`config.mk`:
```
export PLATFORM = sky130hd
export DESIGN_NAME = traffic_light_ctrl_flat
export DESIGN_NICKNAME = d
export VERILOG_FILES = /design/src/rtl/traffic_light_ctrl_if.sv /design/src/rtl/traffic_light_ctrl.sv /design/src/flat_wrapper.sv
export SDC_FILE = /design/constraint.sdc
export NUM_CORES = 1
export LEC_CHECK = 0
export CAP_MARGIN = 20
export CORE_ASPECT_RATIO = 0.9
export CORE_UTILIZATION = 32
export DETAILED_ROUTE_END_ITERATION = 7
export GPL_TIMING_DRIVEN = 0
export PLACE_DENSITY = 0.56
export SYNTH_ARGS = -nofsm -noshare
export SYNTH_HDL_FRONTEND = slang
export SYNTH_SLANG_ARGS = --single-unit
```
`constraint.sdc`:
```
create_clock -name clk -period 5.3 [get_ports clk]
set_input_delay 0.795 -clock clk [delete_from_list [all_inputs] [get_ports clk]]
set_output_delay 0.795 -clock clk [all_outputs]
set_load 0.01 [all_outputs]
```
`src/rtl/traffic_light_ctrl_if.sv`:
```
// Lamp-driver and control signal bundle for the intersection controller.
interface traffic_light_ctrl_if;
    logic tick;
    logic ped_req;
    logic flash_en;
    logic ns_g;
    logic ns_y;
    logic ns_r;
    logic ew_g;
    logic ew_y;
    logic ew_r;
    logic walk;
    logic ped_pend;

    // Driver side: supplies tick, button and maintenance request, observes lamps
    modport master (
        output tick, ped_req, flash_en,
        input  ns_g, ns_y, ns_r, ew_g, ew_y, ew_r, walk, ped_pend
    );

    // Controller side
    modport slave (
        input  tick, ped_req, flash_en,
        output ns_g, ns_y, ns_r, ew_g, ew_y, ew_r, walk, ped_pend
    );
endinterface

```
`src/rtl/traffic_light_ctrl.sv`:
```
// Two-road intersection controller: programmable phase lengths, all-red
// clearance, latched pedestrian walk phase and flashing-yellow maintenance mode.
module traffic_light_ctrl #(
    parameter int unsigned G_TIME    = 5,
    parameter int unsigned Y_TIME    = 2,
    parameter int unsigned R_CLR     = 1,
    parameter int unsigned WALK_TIME = 4,
    parameter int unsigned CW        = 4
) (
    input  logic                 clk,
    input  logic                 rst,
    traffic_light_ctrl_if.slave  bus
);
    typedef enum logic [2:0] {
        StNsG   = 3'd0,
        StNsY   = 3'd1,
        StClr1  = 3'd2,
        StEwG   = 3'd3,
        StEwY   = 3'd4,
        StClr2  = 3'd5,
        StWalk  = 3'd6,
        StFlash = 3'd7
    } state_e;

    localparam logic [CW-1:0] GLoad = CW'(G_TIME - 1);
    localparam logic [CW-1:0] YLoad = CW'(Y_TIME - 1);
    localparam logic [CW-1:0] RLoad = CW'(R_CLR - 1);
    localparam logic [CW-1:0] WLoad = CW'(WALK_TIME - 1);

    // Lamp vector order: {ns_g, ns_y, ns_r, ew_g, ew_y, ew_r, walk}
    localparam logic [6:0] LampNsG  = 7'b1000010;
    localparam logic [6:0] LampNsY  = 7'b0100010;
    localparam logic [6:0] LampEwG  = 7'b0011000;
    localparam logic [6:0] LampEwY  = 7'b0010100;
    localparam logic [6:0] LampClr  = 7'b0010010;
    localparam logic [6:0] LampWalk = 7'b0010011;

    state_e        state_q, state_d, succ_state;
    logic [CW-1:0] cnt_q, cnt_d, succ_load;
    logic          ped_pend_q, ped_pend_d;
    logic          flash_ph_q, flash_ph_d;
    logic [6:0]    lamps_q, lamps_d;

    // Successor phase and its counter load when the current phase expires
    always_comb begin
        succ_state = StNsG;
        succ_load  = GLoad;
        case (state_q)
            StNsG:  begin succ_state = StNsY;  succ_load = YLoad; end
            StNsY:  begin succ_state = StClr1; succ_load = RLoad; end
            StClr1: begin succ_state = StEwG;  succ_load = GLoad; end
            StEwG:  begin succ_state = StEwY;  succ_load = YLoad; end
            StEwY:  begin succ_state = StClr2; succ_load = RLoad; end
            StClr2: begin
                if (ped_pend_q) begin
                    succ_state = StWalk;
                    succ_load  = WLoad;
                end
            end
            default: begin succ_state = StNsG; succ_load = GLoad; end
        endcase
    end

    // Next state: flash request overrides everything, else tick-driven phase timing
    always_comb begin
        state_d    = state_q;
        cnt_d      = cnt_q;
        flash_ph_d = flash_ph_q;
        ped_pend_d = ped_pend_q;

        // Requests made while walking are dropped; a new request wins over a transition
        if (state_q == StWalk) begin
            ped_pend_d = 1'b0;
        end else if (bus.ped_req) begin
            ped_pend_d = 1'b1;
        end

        if (bus.flash_en) begin
            state_d    = StFlash;
            flash_ph_d = (state_q != StFlash) ? 1'b1 : (flash_ph_q ^ bus.tick);
        end else if (state_q == StFlash) begin
            // Leave maintenance through an all-red clearance before traffic resumes
            state_d = StClr2;
            cnt_d   = RLoad;
        end else if (bus.tick) begin
            if (cnt_q != '0) begin
                cnt_d = cnt_q - CW'(1);
            end else begin
                state_d = succ_state;
                cnt_d   = succ_load;
            end
        end
    end

    // Lamp decode from the next state so the lamp flops track the state flops
    always_comb begin
        case (state_d)
            StNsY:   lamps_d = LampNsY;
            StClr1:  lamps_d = LampClr;
            StEwG:   lamps_d = LampEwG;
            StEwY:   lamps_d = LampEwY;
            StClr2:  lamps_d = LampClr;
            StWalk:  lamps_d = LampWalk;
            StFlash: lamps_d = {1'b0, flash_ph_d, 2'b00, flash_ph_d, 2'b00};
            default: lamps_d = LampNsG;
        endcase
    end

    // State, counter, pedestrian latch and registered lamp outputs
    always_ff @(posedge clk or posedge rst) begin
        if (rst) begin
            state_q    <= StNsG;
            cnt_q      <= GLoad;
            ped_pend_q <= 1'b0;
            flash_ph_q <= 1'b1;
            lamps_q    <= LampNsG;
        end else begin
            state_q    <= state_d;
            cnt_q      <= cnt_d;
            ped_pend_q <= ped_pend_d;
            flash_ph_q <= flash_ph_d;
            lamps_q    <= lamps_d;
        end
    end

    assign bus.ns_g     = lamps_q[6];
    assign bus.ns_y     = lamps_q[5];
    assign bus.ns_r     = lamps_q[4];
    assign bus.ew_g     = lamps_q[3];
    assign bus.ew_y     = lamps_q[2];
    assign bus.ew_r     = lamps_q[1];
    assign bus.walk     = lamps_q[0];
    assign bus.ped_pend = ped_pend_q;
endmodule

```
`src/flat_wrapper.sv`:
```
// flat-port wrapper written by rule: the top's interface ports become plain ports
module traffic_light_ctrl_flat 
#(
    parameter int unsigned G_TIME    = 5,
    parameter int unsigned Y_TIME    = 2,
    parameter int unsigned R_CLR     = 1,
    parameter int unsigned WALK_TIME = 4,
    parameter int unsigned CW        = 4
)
  (clk, rst, bus_tick, bus_ped_req, bus_flash_en, bus_ns_g, bus_ns_y, bus_ns_r, bus_ew_g, bus_ew_y, bus_ew_r, bus_walk, bus_ped_pend);
  traffic_light_ctrl_if bus_i ();
  input  logic clk;
  input  logic rst;
  input wire logic [$bits(bus_i.tick)-1:0] bus_tick;
  input wire logic [$bits(bus_i.ped_req)-1:0] bus_ped_req;
  input wire logic [$bits(bus_i.flash_en)-1:0] bus_flash_en;
  output wire logic [$bits(bus_i.ns_g)-1:0] bus_ns_g;
  output wire logic [$bits(bus_i.ns_y)-1:0] bus_ns_y;
  output wire logic [$bits(bus_i.ns_r)-1:0] bus_ns_r;
  output wire logic [$bits(bus_i.ew_g)-1:0] bus_ew_g;
  output wire logic [$bits(bus_i.ew_y)-1:0] bus_ew_y;
  output wire logic [$bits(bus_i.ew_r)-1:0] bus_ew_r;
  output wire logic [$bits(bus_i.walk)-1:0] bus_walk;
  output wire logic [$bits(bus_i.ped_pend)-1:0] bus_ped_pend;
  assign bus_i.tick = bus_tick;
  assign bus_i.ped_req = bus_ped_req;
  assign bus_i.flash_en = bus_flash_en;
  assign bus_ns_g = bus_i.ns_g;
  assign bus_ns_y = bus_i.ns_y;
  assign bus_ns_r = bus_i.ns_r;
  assign bus_ew_g = bus_i.ew_g;
  assign bus_ew_y = bus_i.ew_y;
  assign bus_ew_r = bus_i.ew_r;
  assign bus_walk = bus_i.walk;
  assign bus_ped_pend = bus_i.ped_pend;
  traffic_light_ctrl #(.G_TIME(G_TIME), .Y_TIME(Y_TIME), .R_CLR(R_CLR), .WALK_TIME(WALK_TIME), .CW(CW)) u_core (.clk(clk), .rst(rst), .bus(bus_i));
endmodule
```
==> results of run 1 <==
-- through the flow --
step | setup WS, ns | power, mW | instances | hold slack, ns | util [%]
detailed placement | 2.51 | 0.633 | 164 | 0.510 | 39.7
global placement | 2.54 | 0.628 | 164 | 0.502 | 39.7
global route | 2.74 | 0.780 | 168 | 0.574 | 40.9
CTS | 2.83 | 0.721 | 168 | 0.527 | 40.9
floorplan | 3.14 | 0.518 | 110 | 0.484 | -
finish | 2.83 | 0.716 | 168 | 0.527 | 40.9
-- layer usage --
metal  share of wire, %  wire length, µm  up-vias
li1                   -                -      421
met1                 51             1080      394
met2                 46              964        8
met3                1.8               38        2
met4                1.0               21        0
met5                  0                0        -
-- cells by family (layout without fill, tap and decap cells) --
| family | after synthesis | after routing | share of synthesized area [%] |
|---|---|---|---|
| adder cells (fa/ha/maj) | 4 | 4 | 4.87 |
| flip-flops | 16 | 16 | 38.5 |
| buffers and inverters | 15 | 31 | 10.3 |
| AND/OR/NAND/NOR | 39 | 39 | 20.8 |
| AO/OA/AOI/OAI | 33 | 33 | 23.0 |
| XOR/XNOR | 3 | 3 | 2.49 |
-- power groups by stage --
stage                     registers [mW]  clock network (mW)  logic (mW)
after CTS                          0.217              0.0886       0.415
after global placement             0.217                   0       0.412
final                              0.217              0.0872       0.412
after floorplan                    0.226                   0       0.292
after detailed placement           0.219                   0       0.414
after global routing               0.224              0.0951       0.461
-- worst reg2reg max path: cells and delay by family (launching register included) --
kind / cells / cell delay [ns]
AOI/OAI and AO/OA: 4 / 0.53
DFF: 1 / 0.40
adders and majority gates: 3 / 0.86
buffers and inverters: 2 / 0.21
and+or+nand+nor: 1 / 0.25
-- final timing paths --
check                                             from                          end  slack [ns]  cells past startpoint
max                                           bus_tick  u_core.lamps_q[4]$_DFF_PP0_        2.83                      9
min                        u_core.flash_ph_q$_DFF_PP1_  u_core.flash_ph_q$_DFF_PP1_        0.53                      2
max reg2reg                u_core.cnt_q[0]$_DFFE_PP0P_  u_core.lamps_q[4]$_DFF_PP0_        2.99                     10
min reg2reg                u_core.flash_ph_q$_DFF_PP1_  u_core.flash_ph_q$_DFF_PP1_        0.53                      2
max in group asynchronous                          rst  u_core.lamps_q[4]$_DFF_PP0_        4.04                      2
min in group asynchronous                          rst  u_core.lamps_q[5]$_DFF_PP0_        0.86                      2
-- state kept, by name, indices dropped and copies added (netlist names) --
name	cells
u_core.bus.ped_pend	1
u_core.cnt_q	4
u_core.flash_ph_q	1
u_core.lamps_q	7
u_core.state_q	3
-- synthesized netlist by cell type, types with 2 or more instances --
library cell | n | area (µm²)
sky130_fd_sc_hd__ha_1 | 3 | 37.5
sky130_fd_sc_hd__inv_1 | 9 | 33.8
sky130_fd_sc_hd__xnor2_1 | 3 | 26.3
sky130_fd_sc_hd__dfrtp_1 | 12 | 300
sky130_fd_sc_hd__dfstp_2 | 4 | 105
sky130_fd_sc_hd__nor2_1 | 14 | 52.6
sky130_fd_sc_hd__o21ai_0 | 10 | 50.1
sky130_fd_sc_hd__nand2_1 | 10 | 37.5
sky130_fd_sc_hd__a21oi_1 | 5 | 25.0
sky130_fd_sc_hd__clkbuf_8 | 3 | 41.3
sky130_fd_sc_hd__nor2b_1 | 2 | 12.5
sky130_fd_sc_hd__or2b_2 | 2 | 17.5
sky130_fd_sc_hd__buf_6 | 3 | 33.8
sky130_fd_sc_hd__o22ai_1 | 3 | 18.8
-- area by class of cell --
cell class,instances,share of cell area [%]
Buffer,6,5.95
Clock buffer,4,2.87
Inverter,9,2.68
Multi-Input combinational cell,79,42.7
Sequential cell,16,32.1
Tap cell,42,4.16
Timing Repair Buffer,12,9.51
==> impl_summary.md, run 1 <==
Global route
Global routing used 2.44% of the available met3 tracks. The number of antenna violations at the first check in global routing is 0. The via count of the first global-routing pass is a little over 800.

The global route total overflow is 0. The met1 track demand over resource in global routing is 19.0%. The global router's overall resource usage is 13.9%. Entering global routing, the biggest net connects 17 pins. The first-pass GRT wire length is 3.82 mm.

Global routing consumed, on the met2 layer, 21.4% of the routing resources. met2 is the most crowded layer.

Clocking
Buffers added to address setup during post-CTS repair amount to 0. TritonCTS built the clock tree. In this run, CTS created clock tree buffers numbering 3. CTS built an H-tree with a depth of 1. The number of clock sinks is 16. At the later pin of the worst-skew pair, clock insertion delay measures 0.30 ns. The tree is rooted in a sky130_fd_sc_hd__clkbuf_4.

After clock tree synthesis, the clock-pin slew on the worst setup and hold paths is 0.11 ns. The number of buffers between clock root and the deepest sink is 2. The post-cts resize count is 0. In this run, post-CTS hold repair placed 0 buffers.

Floorplanning
The top-level I/O count is 13. The vertical die dimension is 56.4 µm. The placeable core region is 3090 µm².

The initial standard-cell utilization of the core is around a third. The number of standard-cell rows in the floorplan is 19. From left edge to right edge, the die measures 62.5 µm.

The die covers 3530 µm².

Yosys
The most used flip-flop cell after synthesis is sky130_fd_sc_hd__dfrtp_1. The post-synthesis area per instance is 9.58 µm². The number of synthesized register bits is 16. In this run, distinct cell masters in the synthesized netlist total 41.

The cell count after synthesis came out at 110. After synthesis, the share of flip-flops with an asynchronous set or reset is 100%. The synthesized design contains 0 enable-type register cells. The proportion of synthesized chip area in sequential cells is 38.5%.

The combined area of all synthesized cells is 1050 µm². The synthesized net count is 118. The number of warnings issued by yosys is 0.

Worst setup path
STA classifies the critical path startpoint as a primary input. Traced cell by cell, the critical path runs through clkdlybuf4s50_1, and4bb_1, buf_6, maj3_4, o21ai_2, ha_1, o211ai_1, o21ai_1, a32o_1. On the worst path, the slowest cell contributes a delay of between 0.4 and 0.5 ns. Grouping stages by cell kind, the critical path spends the most delay in adder cells. The nature of the critical path endpoint is a register.

The buffering stage count on the worst path with inverters included is 2. STA puts the critical path data arrival time at ~2.7 ns. The required time of the critical path is 5.53 ns. Along the worst path, the maximum fanout reaches 10.

For this design, the slowest cell found on the critical path is sky130_fd_sc_hd__clkdlybuf4s50_1. The worst setup path is of the primary input to register kind.

Detailed routing
Once detail routing completed, the nets flagged for antenna violations numbered 0. The average vias per placed instance is 4.91. For this run, design rule violations remaining after detail routing come to 0.

The first-pass detailed-route iteration total is 4. The final layout contains routed wiring with a total length of 2.10 mm. The average wire per cell in the routed design is between 10 and 15 µm. The vias after detailed routing is 825. The number of violations reported at the end of detailed-routing iteration 0 is 20.

Power and ir drop
The portion of total power attributed to combinational logic is 57.5%. The fraction of power spent switching nets is about two fifths. In this run the power density over the cells is 567 nW/µm².

Of the total power, registers draw 30.3%. The worst voltage drop across the vdd grid is roughly 190 µV. Cell internal power was estimated by the tool at about 0.43 mW.

The analysis attributes to cell leakage a power of 0.512 nW. The part of the total power dissipated in the clock network is 12.2%. The net switching power of the design is 0.289 mW.

Placement
The detailed placement HPWL is 1.53 mm. The number of port buffers is 12. The last weighted congestion value of the routability-driven placer is 0.783.

The post-detailed-placement cell area is 1230 µm².

STA
Setup violations remaining at the end of the flow were counted as 0. The final clock period utilization by the worst path is 46.7%. The count of pins over their slew limit is 0.

At the pin with the least slew margin, the transition time is 0.614 ns. In this run the tightest slew margin relative to its limit is 59.0%. Between clock sinks in the finished design, the worst skew comes to just under 0.008 ns.

The number of hold violations in the final report came to 0. The total negative slack is 0 ns. Setup repair after global routing left no endpoint under its margin. For the finished layout, the period the worst path requires is 2.47 ns. Static timing analysis puts the maximum clock frequency at between 0.4 and 0.5 GHz.

Final layout
In the layout the commonest cells are sky130_fd_sc_hd__nor2_1, sky130_fd_sc_hd__clkdlybuf4s50_1, sky130_fd_sc_hd__dfrtp_1. The finished cells cover roughly 1300 µm². The layout has 312 filler cells. In the final layout, the share of cells above drive strength 1 is 17.5%. For this run, the post-layout net count is approximately 140. The library cell used most frequently in the layout, excluding fill and tap cells, is sky130_fd_sc_hd__nor2_1.

The sequential cells in the finished layout cover a total of 405 µm². From synthesis to final layout, the design area changed by 19.8%. The number of diodes is 0.

The area used by multi-input combinational logic is 539 µm².

Worst hold path
The path class of the tightest hold or removal check is register to register.

Outcome
The run finished with clean final reports.

Run
The number of maximum-capacitance violations is 0.
Note: power is estimated with default switching activity, not from simulation.
==> run 2, diff against run 1 <==
--- a/config.mk
+++ b/config.mk
@@ -10,7 +10,7 @@
 export CORE_UTILIZATION = 32
 export DETAILED_ROUTE_END_ITERATION = 7
 export GPL_TIMING_DRIVEN = 0
-export PLACE_DENSITY = 0.56
+export PLACE_DENSITY = 0.58
 export SYNTH_ARGS = -nofsm -noshare
 export SYNTH_HDL_FRONTEND = slang
 export SYNTH_SLANG_ARGS = --single-unit
==> constraint.sdc (replaced) <==
create_clock -name clk -period 2.1 [get_ports clk]
set_input_delay 0.315 -clock clk [delete_from_list [all_inputs] [get_ports clk]]
set_output_delay 0.315 -clock clk [all_outputs]
set_load 0.01 [all_outputs]
==> run 2 against run 1 <==
Clock skew down 0.0069 ns. Worst setup slack worse by 2.8 ns. Total power rose to 2.9 times the previous value. Largest power group unchanged.
==> impl_summary.md, run 2 (synthesis results as in run 1) <==
Outcome
The run finished with clean final reports.

STA
The slack of the critical path was 0.0338 ns (-2.79 ns). The headroom to the max-slew limit is 58.7% (-0.28 points). The number of hold violations in the final report was 0 (unchanged). The upper clock frequency limit is slightly below 0.5 GHz. The clock period minus final worst setup slack is 2.07 ns.

The worst-margin pin slew came to 0.619 ns (+0.00423 ns). The total setup violations reported at the end of the flow is 0 (unchanged). The count of pins over their slew limit is 0 (unchanged).

The final clock period utilization by the worst path is between 90 and 100%. The total negative slack is 0 ns (unchanged). The setup skew after layout is 0.00102 ns (-0.00687 ns). Setup repair after global routing could not meet its margin everywhere.

Clocking
TritonCTS built the clock tree. The number of levels the H-tree was split into came to 1 (unchanged). The insertion delay of the later-clocked pin in the worst-skew pair is 0.29 ns (about the same). The number of buffers added by the clock tree synthesis step is 3 (unchanged).

The clock slew seen by the registers of the worst setup and hold paths is 0.10 ns (about the same). The number of clock sinks came to 16 (unchanged). The number of buffers between clock root and the deepest sink came to 2 (unchanged). The buffer type at the clock tree root is sky130_fd_sc_hd__clkbuf_4.

Detailed routing
The number of violations reported at the end of detailed-routing iteration 0 is 31 (+55%). The average vias per placed instance is 5.16 (+5.1%). The detailed-route DRC error count is 0 (unchanged). The vias after detailed routing came to 908 (+10%). The first-pass detailed-route iteration total is 4 (unchanged). The average wire per cell in the routed design was 13.5 µm (+7.8%). The count of antenna-violating nets left after detailed routing is 0 (unchanged). The final wirelength was 2.37 mm (+13%).

Final layout
The area of all placed cells without fillers is 1400 µm² (+11%). The net count reported at finish is 143 (+5.9%). The number of flip-flops under the largest register name is 7 (unchanged). The layout cell share with drive strength beyond 1 is 29.9% (+12 points). The library cells used most frequently in the layout, excluding fill and tap cells, are sky130_fd_sc_hd__nor2_1, sky130_fd_sc_hd__clkdlybuf4s50_1, sky130_fd_sc_hd__dfrtp_1. The largest registers in the layout are u_core.lamps_q: 7 flops, u_core.cnt_q: 4 flops, u_core.state_q: 3 flops. The library cell used most frequently in the layout, excluding fill and tap cells, is sky130_fd_sc_hd__nor2_1. The layout overhead on the synthesized area is 32.9%. The final standard cell utilization of the core is 45.3% (+4.5 points). The top register by number of flip-flops is u_core.lamps_q. The number of diodes was 0 (unchanged). The final cell count without fillers came to 176 (+4.8%).

Worst setup path
The worst setup path is launched from a register. The nature of the critical path endpoint is a register. The required time of the critical path came to 2.29 ns (-3.24 ns). On the critical path the largest part of the delay comes from compound AO/OA/AOI/OAI gates.

The peak fanout along the critical path is 6 (-4). On the critical path, the stage with the largest delay is an instance of sky130_fd_sc_hd__dfrtp_1. The endpoint arrival time on the critical path was 2.26 ns (-0.45 ns).

Walking the worst path, the cells encountered are inv_1, ha_4, and4bb_1, buf_6, maj3_4, o21ai_4, buf_4, o21ai_1, a32o_2. The worst stage delay on the critical path is 0.38 ns (-0.05 ns). The start-to-end type of the worst setup path is register to register. The buffering stage count on the worst path with inverters included is 3 (+1).

Global route
After global routing, the most crowded layer is met2. The number of antenna violations at the first check in global routing is 0 (unchanged). The global route total overflow came to 0 (unchanged).

The met2 track demand over resource in global routing is 23.8% (+2.3 points). The global router's overall resource usage was 15.4% (+1.6 points). The largest net degree at the start of global routing is 17 (unchanged). The met1 track demand over resource in global routing is 20.4% (+1.5 points). The global-route met3 utilization is 2.44% (unchanged).

The via count of the first global-routing pass is 907 (+10%). The first-pass GRT wire length came to 4.19 mm (+9.6%).

Placement
The last weighted congestion value of the routability-driven placer is 0.834 (+6.6%). The number of port buffers came to 12 (unchanged). The post-detailed-placement cell area came to 1230 µm² (unchanged). The setup slack at placement is -0.204 ns (-2.71 ns). The detailed placement HPWL is 1.61 mm (+5.3%). The number of cells after detailed placement is 164 (unchanged).

Floorplanning
The vertical die dimension is 56.4 µm (unchanged). The top-level I/O count is 13 (unchanged). The number of standard-cell rows in the floorplan is 19 (unchanged).

The die width is 62.5 µm (unchanged). The area of the die is 3530 µm² (unchanged). The placeable core region is 3090 µm² (unchanged). The initial standard-cell utilization of the core is 34.1% (unchanged).

Power and ir drop
The power per cell area is 1470 nW/µm² (+160%). The worst voltage drop across the vdd grid is 383 µV (+100%). The leakage power figure is 0.567 nW (+11%).

Run
The number of maximum-capacitance violations is 0 (unchanged).

Worst hold path
The worst hold path belongs to the class primary input to asynchronous set/reset pin.
## run 2: what timing repair did
action | in CTS | in global routing
setup endpoints to repair | 7 | 5
hold buffers | 0 | 0
gates resized for setup | 7 | 8
setup buffers | 4 | 4
pin swaps | 1 | 7
## run 2: area by class of cell
class,count,area [µm²]
Tap cell,42,52.6
Timing Repair Buffer,20,180
Multi-Input combinational cell,79,617
Fill cell,301,1690
Buffer,6,75.1
Clock buffer,4,36.3
Inverter,9,33.8
Sequential cell,16,405
## run 2: final timing paths
check / start / endpoint / slack [ns] / cells after the start
hold reg to reg: u_core.cnt_q[3]$_DFFE_PP0P_ / u_core.cnt_q[3]$_DFFE_PP0P_ / 0.55 / 1
min in group clk: u_core.cnt_q[3]$_DFFE_PP0P_ / u_core.cnt_q[3]$_DFFE_PP0P_ / 0.55 / 1
setup reg to reg: u_core.cnt_q[1]$_DFFE_PP0P_ / u_core.lamps_q[4]$_DFF_PP0_ / 0.03 / 9
max in group asynchronous: rst / u_core.cnt_q[0]$_DFFE_PP0P_ / 1.31 / 2
setup / recovery: u_core.cnt_q[1]$_DFFE_PP0P_ / u_core.lamps_q[4]$_DFF_PP0_ / 0.03 / 9
hold / removal: rst / u_core.lamps_q[4]$_DFF_PP0_ / 0.39 / 2
## run 2: routing by layer
| metal | part of all wire, % | vias to the layer above |
|---|---|---|
| met2 | 45 | 29 |
| met1 | 49 | 436 |
| li1 | - | 435 |
| met3 | 2.9 | 8 |
| met4 | 2.9 | 0 |
| met5 | 0 | - |
## run 2: report_power, final
| group | internal (mW) | leakage (nW) | switching, mW |
|---|---|---|---|
| Sequential | 0.462 | 0.184 | 0.0829 |
| Combinational | 0.660 | 0.361 | 0.647 |
| Clock | 0.106 | 0.0210 | 0.105 |
| Total | 1.23 | 0.567 | 0.835 |
## run 2: per-stage QoR
| step | power [mW] | hold slack, ns |
|---|---|---|
| final | 2.06 | 0.391 |
| after detailed placement | 1.61 | 0.518 |
| after global routing | 2.23 | 0.455 |
| after global placement | 1.59 | 0.502 |
| after floorplan | 1.31 | 0.226 |
| after CTS | 1.94 | 0.410 |
## run 2: worst reg2reg max path, delay by kind of cell (launching register included)
kind	cells	cell delay (ns)
flops	1	0.38
fa+ha+maj	2	0.52
compound gates	3	0.52
simple gates	1	0.20
buf+inv	3	0.36
==> RTL change 1, RTL diff (flow settings as in run 2) <==
`CW` is set to 4 in 2 places; all go to 3.
--- a/src/rtl/traffic_light_ctrl.sv
+++ b/src/rtl/traffic_light_ctrl.sv
@@ -5,7 +5,7 @@
     parameter int unsigned Y_TIME    = 2,
     parameter int unsigned R_CLR     = 1,
     parameter int unsigned WALK_TIME = 4,
-    parameter int unsigned CW        = 4
+    parameter int unsigned CW        = 3
 ) (
     input  logic                 clk,
     input  logic                 rst,
--- a/src/flat_wrapper.sv
+++ b/src/flat_wrapper.sv
@@ -5,7 +5,7 @@
     parameter int unsigned Y_TIME    = 2,
     parameter int unsigned R_CLR     = 1,
     parameter int unsigned WALK_TIME = 4,
-    parameter int unsigned CW        = 4
+    parameter int unsigned CW        = 3
 )
   (clk, rst, bus_tick, bus_ped_req, bus_flash_en, bus_ns_g, bus_ns_y, bus_ns_r, bus_ew_g, bus_ew_y, bus_ew_r, bus_walk, bus_ped_pend);
   traffic_light_ctrl_if bus_i ();
Formal check against the unedited RTL: no difference found for any inputs over 10 cycles, from zero or initial values and one cycle with rst high; that may be too few to reach the edited logic, so the function may still have changed.
==> RTL change 1 against run 2 <==
  * Worst setup slack lost 0.32 ns
  * Sequential cell count down 1
  * Total power fell by 11%
  * The run now ends with negative setup slack left
  * Sequential share of layout area is 1.1 points higher
  * Core utilization grew 0.73 points
  * Count of clock-buffer cells in the layout decreased by 1
  * Cell area fell by 9.7%
  * Wire length shrank 16%
  * Largest power group unchanged
  * Area after synthesis down 13%
  * Hold slack worse by 0.025 ns
==> RTL change 1: results (changes against run 2) <==
metric;value;unit;change
dr_wl_met3;103;um;+49%
whs;0.366;ns;-0.0247 ns
violations;negative setup slack;;
synth.distinct_cells;40;;-2.4%
stdcell_count;159;;-9.7%
grtUsageTotal;14.5;%;-0.94 points
setup_slack;-0.284;ns;-0.317 ns
place_area;0.00114;mm^2;-6.7%
hpwl;1.39;mm;-13%
portBuffers;12;;unchanged
grt_max_degree;16;;-1
drt-vias-per-instance;4.90;;-5.0%
drt_iter0_drc;22;;-29%
max_slew_margin;62.0;%;+3.3 points
grt_pass1_vias;765;;-16%
seq_area;380;um^2;-6.2%
grt_pass1_wl;3.35;mm;-20%
met1_usage;19.4;%;-1.1 points
critical_path.startpoint;u_core.cnt_q[0];;
synth_xor_area_share;0.952;%;-1.5 points
grt_use_met3;2.93;%;+0.49 points
postCtsSetupBuffers;6;;+2
synth_fp_nets;104;;-12%
gp_congestion;0.770;;-7.7%
grt_use_met2;22.2;%;-1.5 points
synth_common_cells;dfrtp_1, ha_1, inv_1;;
r2r_cells;11;;+2
route.met2.wl;862;um;-20%
drive_above_1_share;37.8;%;+8.0 points
synthAdderAreaFrac;9.39;%;+4.5 points
place_inst;145;;-12%
p_leak;0.536;nW;-5.4%
avgSynthCellArea;9.89;um^2;+3.2%
status;finished, violations left;;
top_regs;u_core.lamps_q (7), u_core.cnt_q (3), u_core.state_q (3);;
dr.pass1.iters;6;;+2
yosys-top-cells-area;dfrtp_1, dfstp_2, ha_1;;
synth_compound_area_share;19.7;%;-3.3 points
wirelength;1.99;mm;-16%
ctsResizeCount;3;;-4
setup_viol;5;;+5
nNetsFinal;131;;-8.4%
critical_path_arrival;2.56;ns;+0.30 ns
peakVddDrop;0.000344;V;-10%
fillCellCount;269;;-11%
place_ws;-0.527;ns;-0.323 ns
RTL change 1: area by class of cell:
| cell class | instances | area share (%) |
|---|---|---|
| multi-input cells | 62 | 42.6 |
| flip-flops and latches | 15 | 30.1 |
| well taps | 40 | 3.96 |
| clock inverters | 1 | 0.396 |
| repair buffers | 23 | 16.0 |
| plain buffers | 5 | 2.18 |
| inverters | 10 | 2.97 |
| clock buffers | 3 | 1.78 |
RTL change 1: critical path: stages, from the launching register on:
cell      delay, ns
dfrtp_1        0.40
inv_1          0.07
ha_2           0.18
ha_4           0.16
nand2_4        0.05
maj3_2         0.32
a211oi_4       0.25
inv_2          0.11
ha_4           0.17
or3_4          0.41
nor2_2         0.09
a211oi_1       0.05
RTL change 1: report_power, final:
group	switching [mW]	leakage, nW	total (mW)	internal, mW
logic	0.568	0.347	1.17	0.606
registers	0.0518	0.172	0.475	0.423
clock network	0.107	0.0177	0.178	0.0709
==> RTL change 2, RTL diff (flow settings as in run 2) <==
Without the edit above. The 8 states of `state_e` get a one-hot encoding in 8 bits.
--- a/src/rtl/traffic_light_ctrl.sv
+++ b/src/rtl/traffic_light_ctrl.sv
@@ -11,15 +11,15 @@
     input  logic                 rst,
     traffic_light_ctrl_if.slave  bus
 );
-    typedef enum logic [2:0] {
-        StNsG   = 3'd0,
-        StNsY   = 3'd1,
-        StClr1  = 3'd2,
-        StEwG   = 3'd3,
-        StEwY   = 3'd4,
-        StClr2  = 3'd5,
-        StWalk  = 3'd6,
-        StFlash = 3'd7
+    typedef enum logic [7:0] {
+        StNsG   = 8'b00000001,
+        StNsY   = 8'b00000010,
+        StClr1  = 8'b00000100,
+        StEwG   = 8'b00001000,
+        StEwY   = 8'b00010000,
+        StClr2  = 8'b00100000,
+        StWalk  = 8'b01000000,
+        StFlash = 8'b10000000
     } state_e;
 
     localparam logic [CW-1:0] GLoad = CW'(G_TIME - 1);
Function: no difference found for any inputs over 10 cycles, from zero or initial values and one cycle with rst high; not proved beyond that.
==> RTL change 2 against run 2 <==
  * The flow now finishes with violations (negative setup slack)
  * Via count is 42% higher
  * Total power is 0.82% lower
  * Wire length is 59% higher
  * Worst setup slack worse by 0.076 ns
  * Cell area is 41% higher
  * Largest power group unchanged
  * Largest cell class unchanged
  * Area after synthesis is 27% higher
  * Die area is 26% higher
  * Sequential cell count is 5 higher
==> RTL change 2: results (changes against run 2) <==
metric;value;unit;change
place_area;0.00151;mm^2;+23%
place_inst;200;;+22%
drt_iter0_drc;104;;+240%
grt_use_met3;4.16;%;+1.7 points
setup_viol;2;;+2
top_regs;u_core.state_q (8), u_core.lamps_q (7), u_core.cnt_q (4);;
flops_and_latches;21;;+5
p_leak;0.831;nW;+47%
grtUsageTotal;17.6;%;+2.1 points
p_clk;0.291;mW;+38%
wire_per_inst;16.1;um;+20%
multi_input_cells;108;;+37%
dr_wl_met3;220;um;+220%
cp_slowest_cell;or3_4;;
grt_pass1_vias;1215;;+34%
seq_area;534;um^2;+32%
violations;negative setup slack;;
ys_seq_area_share;39.8;%;+1.3 points
tightestPinTransition;0.823;ns;+0.205 ns
fin_skew;0.00767;ns;+0.00665 ns
setup_slack;-0.0424;ns;-0.0762 ns
multiInputGateArea;876;um^2;+42%
netlist_instances;143;;+30%
status;finished, violations left;;
drive_above_1_share;41.0;%;+11 points
multi_input_area_share;44.4;%;+0.33 points
place_ws;-0.300;ns;-0.0964 ns
met1_length;1.61;mm;+39%
power_sequential;0.580;mW;+6.4%
max_stage_delay;0.43;ns;+0.05 ns
bufAreaShareNonClock;22.5;%;+4.3 points
n_clock_buffer;3;;-1
vias;1292;;+42%
die_x;70.2;um;+12%
met1_usage;22.2;%;+1.8 points
synth_xor_area_share;3.27;%;+0.78 points
fillCellCount;336;;+12%
path_max_fanout;5;;-1
synth.distinct_cells;46;;+12%
power.switching;0.802;mW;-3.9%
yosys-top-cells-area;dfrtp_1, dfstp_2, nand2_1;;
route.met2.wl;1.85;mm;+72%
grt_use_met2;28.1;%;+4.4 points
buffers;51;;+96%
grt_max_degree;22;;+5
synth_fp_nets;150;;+27%
hpwl;2.19;mm;+36%
r2r_cells;8;;-1
clk_share;2.35;%;-0.25 points
synth_compound_area_share;16.7;%;-6.3 points
crit_family;simple AND/OR/NAND/NOR gates;;
synth_common_cells;dfrtp_1, nand2_1, nor2_1;;
hold_class;in -> reg;;
fin_tns_setup;-0.0769;ns;-0.0769 ns
peakVddDrop;0.000310;V;-19%
portBuffers;11;;-1
gp_congestion;0.897;;+7.5%
synthAdderAreaFrac;1.87;%;-3.0 points
grt_pass1_wl;5.99;mm;+43%
-- RTL change 2: worst reg2reg max path, cell delays in order, from the launching register on --
cell and delay [ns]:
dfstp_2 0.38, buf_8 0.14, nor4_4 0.28, buf_6 0.17, nand2_2 0.05, a31o_1 0.25, or3_4 0.43, nor4_4 0.29
nor3_1 0.07
-- RTL change 2: final timing paths --
kind / from / end / slack [ns]
worst min register to register: u_core.flash_ph_q / u_core.flash_ph_q / 0.53
worst max register to register: u_core.state_q[0] / u_core.lamps_q[1] / -0.04
worst max-delay path: u_core.state_q[0] / u_core.lamps_q[1] / -0.04
min in group asynchronous: rst / u_core.cnt_q[1] / 0.49
max in group asynchronous: rst / u_core.state_q[5] / 1.04
worst min-delay path: bus_tick / u_core.flash_ph_q / 0.35
-- RTL change 2: what timing repair did --
| action | in CTS | in global routing |
|---|---|---|
| setup buffers | 20 | 8 |
| gates resized for setup | 21 | 17 |
| pin swaps | 14 | 6 |
| endpoints found under the setup margin | 7 | 5 |
| cloned | 2 | 0 |
